[src/rtl/cog_ctrn_if.sv]
// cog_ctrn_if: write/pin bus between the cog core and the counter block.
//   sel       channel addressed by setctr/setfrq/setphs/clrflg
//   setctr, setfrq, setphs, clrflg  write/clear strobes for channel sel
//   data      32-bit write data
//   pin_in    pin inputs
//   phs       per channel {carry, accumulator}, channel 0 in the LSBs
//   cap       per channel captured period
//   cap_flag  per channel capture-done flag
//   pin_out   OR of all channel pin outputs
// master: cog core side (drives strobes); slave: counter block side.
interface cog_ctrn_if #(
  parameter int unsigned CHANNELS = 2,
  parameter int unsigned PHS_W    = 32,
  parameter int unsigned PINS     = 32
);
  localparam int unsigned SEL_W = (CHANNELS > 1) ? $clog2(CHANNELS) : 1;

  logic [SEL_W-1:0]              sel;
  logic                          setctr;
  logic                          setfrq;
  logic                          setphs;
  logic                          clrflg;
  logic [31:0]                   data;
  logic [PINS-1:0]               pin_in;
  logic [CHANNELS*(PHS_W+1)-1:0] phs;
  logic [CHANNELS*PHS_W-1:0]     cap;
  logic [CHANNELS-1:0]           cap_flag;
  logic [PINS-1:0]               pin_out;

  modport master (
    output sel, setctr, setfrq, setphs, clrflg, data, pin_in,
    input  phs, cap, cap_flag, pin_out
  );

  modport slave (
    input  sel, setctr, setfrq, setphs, clrflg, data, pin_in,
    output phs, cap, cap_flag, pin_out
  );
endinterface

[src/rtl/cog_ctrn.sv]
// cog_ctrn: CHANNELS independent cog counter units on clk_cog.
// Each unit offers NCO, duty-cycle, pin-accumulate, logic and (optionally) period-capture modes.
//   clk_cog  cog clock, all state on the rising edge
//   ena      asynchronous active-low reset (cog enable)
//   bus      cog_ctrn_if.slave: write strobes, data, pin_in in; phs, cap, cap_flag, pin_out out
// Optional feature macro: COG_CTR_CAPTURE_EN
//   defined     -> capture mode (00001), cap registers, cap_flag and clrflg are present
//   not defined -> mode 00001 behaves as off, cap/cap_flag tied to 0, clrflg ignored
// Per-channel ctr fields kept: mode = ctr[30:26], pin B = ctr[13:9], pin A = ctr[4:0].
module cog_ctrn #(
  parameter int unsigned CHANNELS = 2,
  parameter int unsigned PHS_W    = 32,
  parameter int unsigned PINS     = 32
) (
  input  logic      clk_cog,
  input  logic      ena,
  cog_ctrn_if.slave bus
);

  localparam int unsigned SEL_W = (CHANNELS > 1) ? $clog2(CHANNELS) : 1;
  localparam int unsigned PIN_W = (PINS > 1) ? $clog2(PINS) : 1;

  // Mode codes for ctr[30:26]; only the upper bits are decoded directly.
  localparam logic [4:0] MODE_OFF     = 5'b00000;
  localparam logic [4:0] MODE_CAPTURE = 5'b00001;

  logic [4:0]       mode_q  [CHANNELS];
  logic [PIN_W-1:0] pin_a_q [CHANNELS];
  logic [PIN_W-1:0] pin_b_q [CHANNELS];
  logic [PHS_W-1:0] frq_q   [CHANNELS];
  logic [PHS_W:0]   phs_q   [CHANNELS];
  logic [1:0]       dly_q   [CHANNELS];
  logic [1:0]       dly_d   [CHANNELS];

  logic [CHANNELS-1:0] wr;
  logic [CHANNELS-1:0] trig;
  logic [CHANNELS-1:0] outa;
  logic [CHANNELS-1:0] outb;
  logic [CHANNELS-1:0] dly_en;
  logic [CHANNELS-1:0] hit;
  logic [CHANNELS-1:0] nco_bit;
  logic [PINS-1:0]     pin_vec;

  // Mode decode: trig / outb / outa plus delay-line enable per channel.
  always_comb begin
    wr      = '0;
    trig    = '0;
    outa    = '0;
    outb    = '0;
    dly_en  = '0;
    hit     = '0;
    nco_bit = '0;
    for (int i = 0; i < CHANNELS; i++) begin
      wr[i] = (bus.sel == SEL_W'(i));
      // Pin B only feeds dly[1] in logic modes; edge modes shift dly[0] into dly[1].
      dly_d[i] = {mode_q[i][4] ? bus.pin_in[pin_b_q[i]] : dly_q[i][0], bus.pin_in[pin_a_q[i]]};

      if (mode_q[i][4]) begin
        // Logic mode: ctr[29:26] is a truth table indexed by {B, A}.
        dly_en[i] = 1'b1;
        trig[i]   = mode_q[i][{1'b0, dly_q[i]}];
      end else if (mode_q[i][3]) begin
        dly_en[i] = 1'b1;
        case (mode_q[i][2:1])
          2'b00:   trig[i] = dly_q[i][0];
          2'b01:   trig[i] = (dly_q[i] == 2'b01);
          2'b10:   trig[i] = ~dly_q[i][0];
          default: trig[i] = (dly_q[i] == 2'b10);
        endcase
        // Odd codes feed the inverted sampled pin A back out on pin B.
        outb[i] = mode_q[i][0] & ~dly_q[i][0];
      end else if (mode_q[i][2]) begin
        // NCO uses the accumulator MSB, duty uses the carry of the last add.
        trig[i]    = 1'b1;
        nco_bit[i] = mode_q[i][1] ? phs_q[i][PHS_W] : phs_q[i][PHS_W-1];
        outa[i]    = nco_bit[i];
        outb[i]    = mode_q[i][0] & ~nco_bit[i];
`ifdef COG_CTR_CAPTURE_EN
      end else if (mode_q[i] == MODE_CAPTURE) begin
        dly_en[i] = 1'b1;
        trig[i]   = 1'b1;
        hit[i]    = (dly_q[i] == 2'b01);
`endif
      end else begin
        // Off and reserved codes leave every output at its default.
        trig[i] = (mode_q[i] != MODE_OFF) & 1'b0;
      end
    end
  end

  // Counter state; ena low clears everything immediately.
  always_ff @(posedge clk_cog or negedge ena) begin
    if (!ena) begin
      for (int i = 0; i < CHANNELS; i++) begin
        mode_q[i]  <= '0;
        pin_a_q[i] <= '0;
        pin_b_q[i] <= '0;
        frq_q[i]   <= '0;
        phs_q[i]   <= '0;
        dly_q[i]   <= '0;
      end
    end else begin
      for (int i = 0; i < CHANNELS; i++) begin
        if (dly_en[i]) begin
          dly_q[i] <= dly_d[i];
        end
        if (wr[i] && bus.setctr) begin
          mode_q[i]  <= bus.data[30:26];
          pin_b_q[i] <= bus.data[9 +: PIN_W];
          pin_a_q[i] <= bus.data[PIN_W-1:0];
        end
        if (wr[i] && bus.setfrq) begin
          frq_q[i] <= bus.data[PHS_W-1:0];
        end
        // A direct phs write wins over capture reload and accumulation.
        if (wr[i] && bus.setphs) begin
          phs_q[i] <= {1'b0, bus.data[PHS_W-1:0]};
        end else if (hit[i]) begin
          // Reload with frq so the capture clock itself counts toward the next period.
          phs_q[i] <= {1'b0, frq_q[i]};
        end else if (trig[i]) begin
          phs_q[i] <= {1'b0, phs_q[i][PHS_W-1:0]} + {1'b0, frq_q[i]};
        end
      end
    end
  end

`ifdef COG_CTR_CAPTURE_EN
  logic [PHS_W-1:0]    cap_q [CHANNELS];
  logic [CHANNELS-1:0] cap_flag_q;

  always_ff @(posedge clk_cog or negedge ena) begin
    if (!ena) begin
      for (int i = 0; i < CHANNELS; i++) begin
        cap_q[i] <= '0;
      end
      cap_flag_q <= '0;
    end else begin
      for (int i = 0; i < CHANNELS; i++) begin
        if (hit[i]) begin
          // A capture always records and flags, even alongside setphs/clrflg.
          cap_q[i]      <= phs_q[i][PHS_W-1:0];
          cap_flag_q[i] <= 1'b1;
        end else if (wr[i] && (bus.clrflg || bus.setphs)) begin
          cap_flag_q[i] <= 1'b0;
        end
      end
    end
  end

  always_comb begin
    bus.cap = '0;
    for (int i = 0; i < CHANNELS; i++) begin
      bus.cap[i*PHS_W +: PHS_W] = cap_q[i];
    end
  end

  assign bus.cap_flag = cap_flag_q;
`else
  assign bus.cap      = '0;
  assign bus.cap_flag = '0;
`endif

  always_comb begin
    bus.phs = '0;
    for (int i = 0; i < CHANNELS; i++) begin
      bus.phs[i*(PHS_W+1) +: (PHS_W+1)] = phs_q[i];
    end
  end

  // Pin output OR-tree over all channels.
  always_comb begin
    pin_vec = '0;
    for (int i = 0; i < CHANNELS; i++) begin
      if (outa[i]) begin
        pin_vec[pin_a_q[i]] = 1'b1;
      end
      if (outb[i]) begin
        pin_vec[pin_b_q[i]] = 1'b1;
      end
    end
  end

  assign bus.pin_out = pin_vec;

endmodule
[src/flat_wrapper.sv]
// flat-port wrapper written by rule: the top's interface ports become plain ports
module cog_ctrn_flat 
#(
  parameter int unsigned CHANNELS = 2,
  parameter int unsigned PHS_W    = 32,
  parameter int unsigned PINS     = 32
)
  (clk_cog, ena, bus_sel, bus_setctr, bus_setfrq, bus_setphs, bus_clrflg, bus_data, bus_pin_in, bus_phs, bus_cap, bus_cap_flag, bus_pin_out);
  cog_ctrn_if #(.CHANNELS(CHANNELS), .PHS_W(PHS_W), .PINS(PINS)) bus_i ();
  input  logic clk_cog;
  input  logic ena;
  input wire logic [$bits(bus_i.sel)-1:0] bus_sel;
  input wire logic [$bits(bus_i.setctr)-1:0] bus_setctr;
  input wire logic [$bits(bus_i.setfrq)-1:0] bus_setfrq;
  input wire logic [$bits(bus_i.setphs)-1:0] bus_setphs;
  input wire logic [$bits(bus_i.clrflg)-1:0] bus_clrflg;
  input wire logic [$bits(bus_i.data)-1:0] bus_data;
  input wire logic [$bits(bus_i.pin_in)-1:0] bus_pin_in;
  output wire logic [$bits(bus_i.phs)-1:0] bus_phs;
  output wire logic [$bits(bus_i.cap)-1:0] bus_cap;
  output wire logic [$bits(bus_i.cap_flag)-1:0] bus_cap_flag;
  output wire logic [$bits(bus_i.pin_out)-1:0] bus_pin_out;
  assign bus_i.sel = bus_sel;
  assign bus_i.setctr = bus_setctr;
  assign bus_i.setfrq = bus_setfrq;
  assign bus_i.setphs = bus_setphs;
  assign bus_i.clrflg = bus_clrflg;
  assign bus_i.data = bus_data;
  assign bus_i.pin_in = bus_pin_in;
  assign bus_phs = bus_i.phs;
  assign bus_cap = bus_i.cap;
  assign bus_cap_flag = bus_i.cap_flag;
  assign bus_pin_out = bus_i.pin_out;
  cog_ctrn #(.CHANNELS(CHANNELS), .PHS_W(PHS_W), .PINS(PINS)) u_core (.clk_cog(clk_cog), .ena(ena), .bus(bus_i));
endmodule
[config.mk]
export PLATFORM = sky130hd
export DESIGN_NAME = cog_ctrn_flat
export DESIGN_NICKNAME = d
export VERILOG_FILES = /design/src/rtl/cog_ctrn_if.sv /design/src/rtl/cog_ctrn.sv /design/src/flat_wrapper.sv
export SDC_FILE = /design/constraint.sdc
export NUM_CORES = 1
export LEC_CHECK = 0
export CAP_MARGIN = 20
export CORE_AREA = 2 2 174 142
export DETAILED_ROUTE_END_ITERATION = 10
export DIE_AREA = 0 0 176 144
export HOLD_SLACK_MARGIN = 0.1
export PLACE_DENSITY = 0.81
export SLEW_MARGIN = 20
export SYNTH_ARGS = -nofsm -noshare
export SYNTH_HDL_FRONTEND = slang
export SYNTH_SLANG_ARGS = --single-unit
[constraint.sdc]
create_clock -name clk_cog -period 3.4 [get_ports clk_cog]
set_clock_uncertainty 0.2 [all_clocks]
set_input_delay 0.68 -clock clk_cog [delete_from_list [all_inputs] [get_ports clk_cog]]
set_output_delay 0.68 -clock clk_cog [all_outputs]
set_load 0.01 [all_outputs]
==> results of run 1 <==
flip-flops by register name (all words and copies together), names as in the netlist:
name,count
u_core.mode_q,10
u_core.dly_q,4
u_core.bus.phs,66
u_core.pin_b_q,10
u_core.pin_a_q,10
u_core.frq_q,64
metrics by stage:
step           cells  cell area [um2]  TNS (ns)
3_3_place_gp    1823            14600    -0.215
2_1_floorplan   1415            12800         0
5_1_grt         1858            15200         0
6_report        1858            15200         0
4_1_cts         1856            15200  -0.00565
3_5_place_dp    1823            14600  -0.00398
worst max-delay path by stage:
stage,startpoint,endpoint,slack [ns],cells past startpoint
after floorplan,u_core.bus.phs[0],u_core.bus.phs[30],0.28,11
after global routing,u_core.mode_q[6],bus_pin_out[30],0.0007,9
after global placement,u_core.mode_q[1],bus_pin_out[16],-0.08,6
after CTS,u_core.mode_q[1],bus_pin_out[13],-0.003,8
final,u_core.mode_q[1],bus_pin_out[27],0.10,8
after detailed placement,u_core.mode_q[1],bus_pin_out[16],-0.004,6
routing by layer:
metal / track usage, % / part of all wire, % / up-vias
li1: - / - / 5261
met1: 43.5 / 43 / 5662
met2: 45.7 / 44 / 564
met3: 8.28 / 11 / 51
met4: 7.87 / 1.6 / 0
met5: 0 / 0 / -
power breakdown:
group | total, mW | switching (mW) | internal [mW]
clock network | 1.95 | 0.958 | 0.996
logic | 7.54 | 4.00 | 3.54
registers | 3.15 | 0.614 | 2.54
total | 12.6 | 5.57 | 7.08
cell usage after synthesis (all sizes together) (5+ instances only):
cell type and instances:
mux2 95, a22oi 13, a211oi 9, and2 8, o21bai 5, xnor2 24, ha 64, clkbuf 72
nand2 112, a2111oi 5, nor3 25, buf 75, xor2 21, nor2b 16, a21o 36, nand3 26
a21oi 116, o221ai 11, nand3b 7, nand4 14, nor3b 8, o31a 5, nand2b 15, dfrtp 164
mux4 35, mux2i 11, and3 25, a222oi 20, nor2 81, o21a 13, or2 5, o21ai 96
inv 34, o22ai 11, a31oi 21
area by class of cell:
cell class                 instances  area, um2
multi-input combinational       1070       7870
clock buffer                      17        425
tap                              318        398
fill                            1950       8550
clock inverter                    15        181
sequential                       164       4100
inverter                          34        128
timing repair buffer             240       2140
cells by family (layout without fill, tap and decap cells):
logic type | Yosys count | count (layout) | share of synthesized area, %
mux | 141 | 141 | 15.7
xor+xnor | 45 | 45 | 3.14
simple gates | 354 | 354 | 13.7
flops | 164 | 164 | 32.7
compound gates | 398 | 398 | 20.6
other cells | 1 | 66 | 0.0299
fa+ha+maj | 66 | 66 | 6.70
buf+inv | 181 | 306 | 7.41
repair_timing:
item / in CTS / in global routing
endpoints found under the hold margin: 68 / 0
gates resized for setup: 57 / 63
pin swaps: 4 / 14
setup endpoints to repair: 32 / 35
setup buffers: 0 / 2
hold buffers: 1 / 0
==> impl_metrics.csv, run 1 <==
group,metric,value,unit
finish,antenna_cells,0,
critical_path,worst-path-buf-inv,3,
floorplanning,core_area,0.0238,mm2
sta,max-slew-margin-rel,51.8,%
synthesis,synth-async-reset-ratio,100,%
synthesis,synthFlopType,"dfrtp_1",
clock_network,clk_path_buf_depth,2,
route,drt_iter0_markers,1236,
route,drc,0,
critical_path,critPathKind,"flop to output port",
finish,nets,1664,
sta,fmax,303,MHz
floorplanning,die_w,176,um
synthesis,synth_cell_types,72,
power,power,12.6,mW
synthesis,synth_area_leaders,"dfrtp_1 (33%), mux2_2 (8.5%), ha_1 (6.4%)",
synthesis,synth_cells,1350,
route,wl,38.6,mm
place,io_buffers,167,
place,pre_cts_slack,-0.00398,ns
critical_path,worstSetupStartpointType,"flop",
global_routing,gr-total-overflow,0,
floorplanning,rows,51,
min_path,hp-start,"u_core.mode_q[9]",
power,peakVddDrop,0.000509,V
place,dp_hpwl,29.1,mm
critical_path,path_cells,"mux2_4, nand3_2, inv_1, and3_1, buf_4, a222oi_1, o21ai_1, clkdlybuf4s15_1",
global_routing,grt_pass1_wl,59.3,mm
critical_path,critPathArrivalTime,2.42,ns
synthesis,synth_top_area_share,32.7,%
global_routing,gr-usage-all-layers,30.4,%
place,gp_congestion,0.991,
min_path,hp-class,"flop to flop",
sta,min_period,3.30,ns
critical_path,rr_startpoint,"u_core.bus.phs[0]",
power,leakagePower,6.69,nW
sta,hold_viol,0,
synthesis,synth_edf_count,0,
finish,mostFrequentLayoutCell,"dfrtp_1",
clock_network,cts_sinks,164,
critical_path,end_kind,"output port",
route,wl_per_cell,20.8,um
sta,drv_slew,0,
sta,setup_ws,0.104,ns
critical_path,crit_family,"buffers and inverters",
finish,area_growth,21.5,%
route,firstDrtPassIters,8,
critical_path,ff2ff_path_depth,11,
floorplanning,die_h,144,um
critical_path,crit_slowest_cell,"dfrtp_1",
sta,worst_pin_slew,0.721,ns
critical_path,max_stage_delay,0.39,ns
floorplanning,die-area,0.0253,mm2
critical_path,r2r_setup_slack,0.16,ns
global_routing,grt_pass1_vias,10800,
global_routing,grt_max_degree,73,
sta,post-route-period-util,97.0,%
synthesis,synth_largest_area_cell,"dfrtp_1",
floorplanning,initial_core_util,52.7,%
synthesis,syn-cell-area,0.0125,mm2
clock_network,cts_buffers,17,
finish,drive_above_1_share,19.0,%
synthesis,yosysWarnings,0,
synthesis,seq_area_frac_synth,32.7,%
critical_path,cp_data_required_time,2.52,ns
route,avgViaCountPerCell,6.21,
power,p_per_area,829,mW/mm2
run_status,outcome,"complete, no violations",
clock_network,tritoncts,"yes",
sta,rsz0062_at_grt,"false",
finish,fin_util,64.1,%
sta,setup_viol,0,
job,drv_cap,0,
clock_network,clock_latency,0.44,ns
finish,layout_common_cells,"dfrtp_1 (164), clkdlybuf4s50_1 (134), nand2_1 (112), a21oi_1 (112), mux2_2 (93)",
floorplanning,ioPinCount,235,
global_routing,antenna_found_initial,0,
critical_path,critical_path.max_fanout,4,
sta,hold_ws,0.291,ns
clock_network,clk_pin_slew,0.08,ns
synthesis,synth-seq-cells,164,
clock_network,htree_levels,4,
route,vias,11500,
route,ant_nets,0,
clock_network,cts-root-buf,"clkbuf_16",
synthesis,syn_avg_cell_area,9.30,um2
min_path,hold_depth,1,
critical_path,reg2reg_to,"u_core.bus.phs[30]",
min_path,min_to,"u_core.dly_q[3]",
Power figures use the tool's default switching activity.
==> run 2: changes to the inputs <==
CORE_AREA = 2 2 202 164   (was 2 2 174 142)
CTS_BUF_LIST = sky130_fd_sc_hd__clkbuf_4   (was unset)
DIE_AREA = 0 0 204 166   (was 0 0 176 144)
PLACE_DENSITY = unset   (was 0.81)
==> run 2 against run 1 <==
Sequential cell count stayed put. Sequential share of layout area is 0.051 points higher. Die area is 34% higher. Utilization is 17 points lower. Highest routed layer unchanged. First-iteration DRC count is 16% lower. Register-to-register slack better by 0.02 ns. Critical path depth is 1 higher. Largest power group unchanged. Clock-buffer cell count stayed put. Fmax is 2.9% lower.
==> impl_metrics.csv, run 2 (synthesis results as in run 1) <==
group,metric,value,unit
run_status,outcome,"complete, no violations",
clock_network,clock_latency,0.60,ns
finish,fin_util,47.5,%
finish,multi_input_area,0.00804,mm2
min_path,hp-class,"flop to flop",
power,switching_power,5.38,mW
sta,hold_ws,0.329,ns
finish,layout_common_cells,"dfrtp_1 (164), clkdlybuf4s50_1 (134), a21oi_1 (112)",
global_routing,grt_pass1_vias,10700,
sta,drv_slew,0,
floorplanning,die_h,166,um
power,switching_share,45.6,%
critical_path,worstSetupStartpointType,"flop",
critical_path,crit_slowest_cell,"dfrtp_1",
floorplanning,core_area,0.0320,mm2
sta,hold_viol,0,
floorplanning,ioPinCount,235,
sta,setup_ws,0.00495,ns
finish,largest_reg_flops,66,
clock_network,htree_levels,4,
finish,mostFrequentLayoutCell,"dfrtp_1",
critical_path,critPathArrivalTime,2.52,ns
clock_network,cts_buffers,17,
clock_network,tritoncts,"yes",
critical_path,max_stage_delay,0.43,ns
power,intPower,6.42,mW
critical_path,critPathKind,"flop to output port",
floorplanning,rows,59,
route,avgViaCountPerCell,5.68,
global_routing,gr-total-overflow,0,
finish,area_growth,21.3,%
global_routing,grt_pass1_wl,61.1,mm
route,drc,0,
critical_path,cp_data_required_time,2.52,ns
place,gp_congestion,0.956,
power,p_comb_share,64.4,%
power,seqPwrFrac,26.7,%
floorplanning,die-area,0.0339,mm2
place,io_buffers,167,
global_routing,gr-usage-all-layers,23.2,%
sta,rsz0062_at_grt,"true",
sta,worst_pin_slew,0.857,ns
sta,setup_viol,0,
clock_network,cts_sinks,164,
sta,min_period,3.40,ns
floorplanning,initial_core_util,39.2,%
power,leakagePower,6.57,nW
route,drt_iter0_markers,1039,
critical_path,critical_path.max_fanout,6,
finish,n_fill_cell,3131,
critical_path,end_kind,"output port",
route,wl_per_cell,20.3,um
global_routing,grt_max_degree,71,
floorplanning,die_w,204,um
finish,area.sequential,0.00410,mm2
clock_network,clk_path_buf_depth,2,
clock_network,clk_pin_slew,0.15,ns
job,drv_cap,0,
route,ant_nets,0,
critical_path,path_cells,"mux2_4, o22ai_2, and3_4, buf_6, buf_6, and3_4, a222oi_1, o21ai_1, buf_2",
power,peakVddDrop,0.000373,V
power,clock_power_share,8.9,%
sta,fin_setup_tns,0,ns
route,firstDrtPassIters,9,
clock_network,cts-root-buf,"clkbuf_4",
critical_path,worst-path-buf-inv,3,
sta,fmax,295,MHz
power,p_per_area,776,mW/mm2
global_routing,antenna_found_initial,2,
place,dp_hpwl,30.5,mm
sta,max-slew-margin-rel,42.4,%
sta,post-route-period-util,99.9,%
route,wl,40.0,mm
finish,drive_above_1_share,21.6,%
finish,nets,1668,
route,vias,11200,
critical_path,crit_family,"compound AO/OA/AOI/OAI gates",
place,pre_cts_slack,-0.237,ns
## run 2: changes by cell type in the layout (fill, tap and decap cells not counted), moves of 5 or more
cell | previous run | this run
buf_2 | 3 | 28
buf_6 | 1 | 7
clkbuf_16 | 17 | 0
clkbuf_4 | 0 | 17
clkinv_8 | 5 | 0
o221ai_2 | 0 | 8
and3_4 | 2 | 7
nand2_1 | 112 | 106
clkinvlp_4 | 0 | 5
o221ai_1 | 11 | 3
dlygate4sd2_1 | 11 | 0
clkbuf_2 | 16 | 3
## run 2: power by group through the flow
stage / logic, mW / registers [mW] / clock network [mW]
after floorplan: 4.89 / 3.15 / 0
after global placement: 7.30 / 3.16 / 0
after detailed placement: 7.38 / 3.17 / 0
after CTS: 7.47 / 3.14 / 1.10
after global routing: 8.37 / 3.23 / 1.18
final: 7.60 / 3.15 / 1.06
## run 2: final timing paths
| check | endpoint | slack (ns) | from | cells after the start |
|---|---|---|---|---|
| max | bus_pin_out[6] | 0.005 | u_core.mode_q[6] | 9 |
| min | u_core.frq_q[38] | 0.33 | u_core.frq_q[38] | 1 |
| max reg2reg | u_core.bus.phs[56] | 0.18 | u_core.bus.phs[39] | 11 |
| min reg2reg | u_core.frq_q[38] | 0.33 | u_core.frq_q[38] | 1 |
| max in group asynchronous | u_core.bus.phs[46] | 1.77 | ena | 3 |
| min in group asynchronous | u_core.frq_q[32] | 0.43 | ena | 2 |
## run 2: final cells by class
class                   count  share of cell area [%]
multi-input cells        1070                    52.8
inverters                  34                   0.839
diodes                      1                  0.0164
clock buffers              17                   0.839
flip-flops and latches    164                    27.0
repair buffers            244                    14.3
clock inverters            15                   0.724
well taps                 427                    3.51
## run 2: per-stage QoR
stage | power, mW | std cells | cell area [um2]
2_1_floorplan | 8.04 | 1415 | 12800
3_3_place_gp | 10.5 | 1928 | 14800
3_5_place_dp | 10.5 | 1928 | 14800
4_1_cts | 11.7 | 1965 | 15100
5_1_grt | 12.8 | 1972 | 15200
6_report | 11.8 | 1972 | 15200
## run 2: per-layer routing
metal  vias to the layer above  routed length (um)  share of wire (%)  GRT usage [%]
met1                      5537               19600                 49           35.5
met2                       366               17200                 43           33.8
met4                         0                 476                1.2           4.41
met5                         -                   0                  0              0
li1                       5259                   -                  -              -
met3                        31                2720                6.8           4.59
## run 2: what timing repair did
item | in CTS | in global routing
gates cloned | 0 | 0
pin swaps | 27 | 24
hold buffers | 1 | 0
endpoints found under the hold margin | 66 | 0
resized for setup | 176 | 38
buffers inserted | 4 | 8
endpoints found under the setup margin | 32 | 36
## run 2: worst reg2reg max path, stage by stage, from the launching register on
cell and delay, ns:
dfrtp_1 0.47, ha_1 0.42, a21oi_1 0.25, nand2_1 0.12, a221oi_2 0.34, a21oi_2 0.13, buf_4 0.16, a22oi_1 0.33
nand2b_1 0.10, a21oi_1 0.22, xnor2_1 0.09, a221o_1 0.32
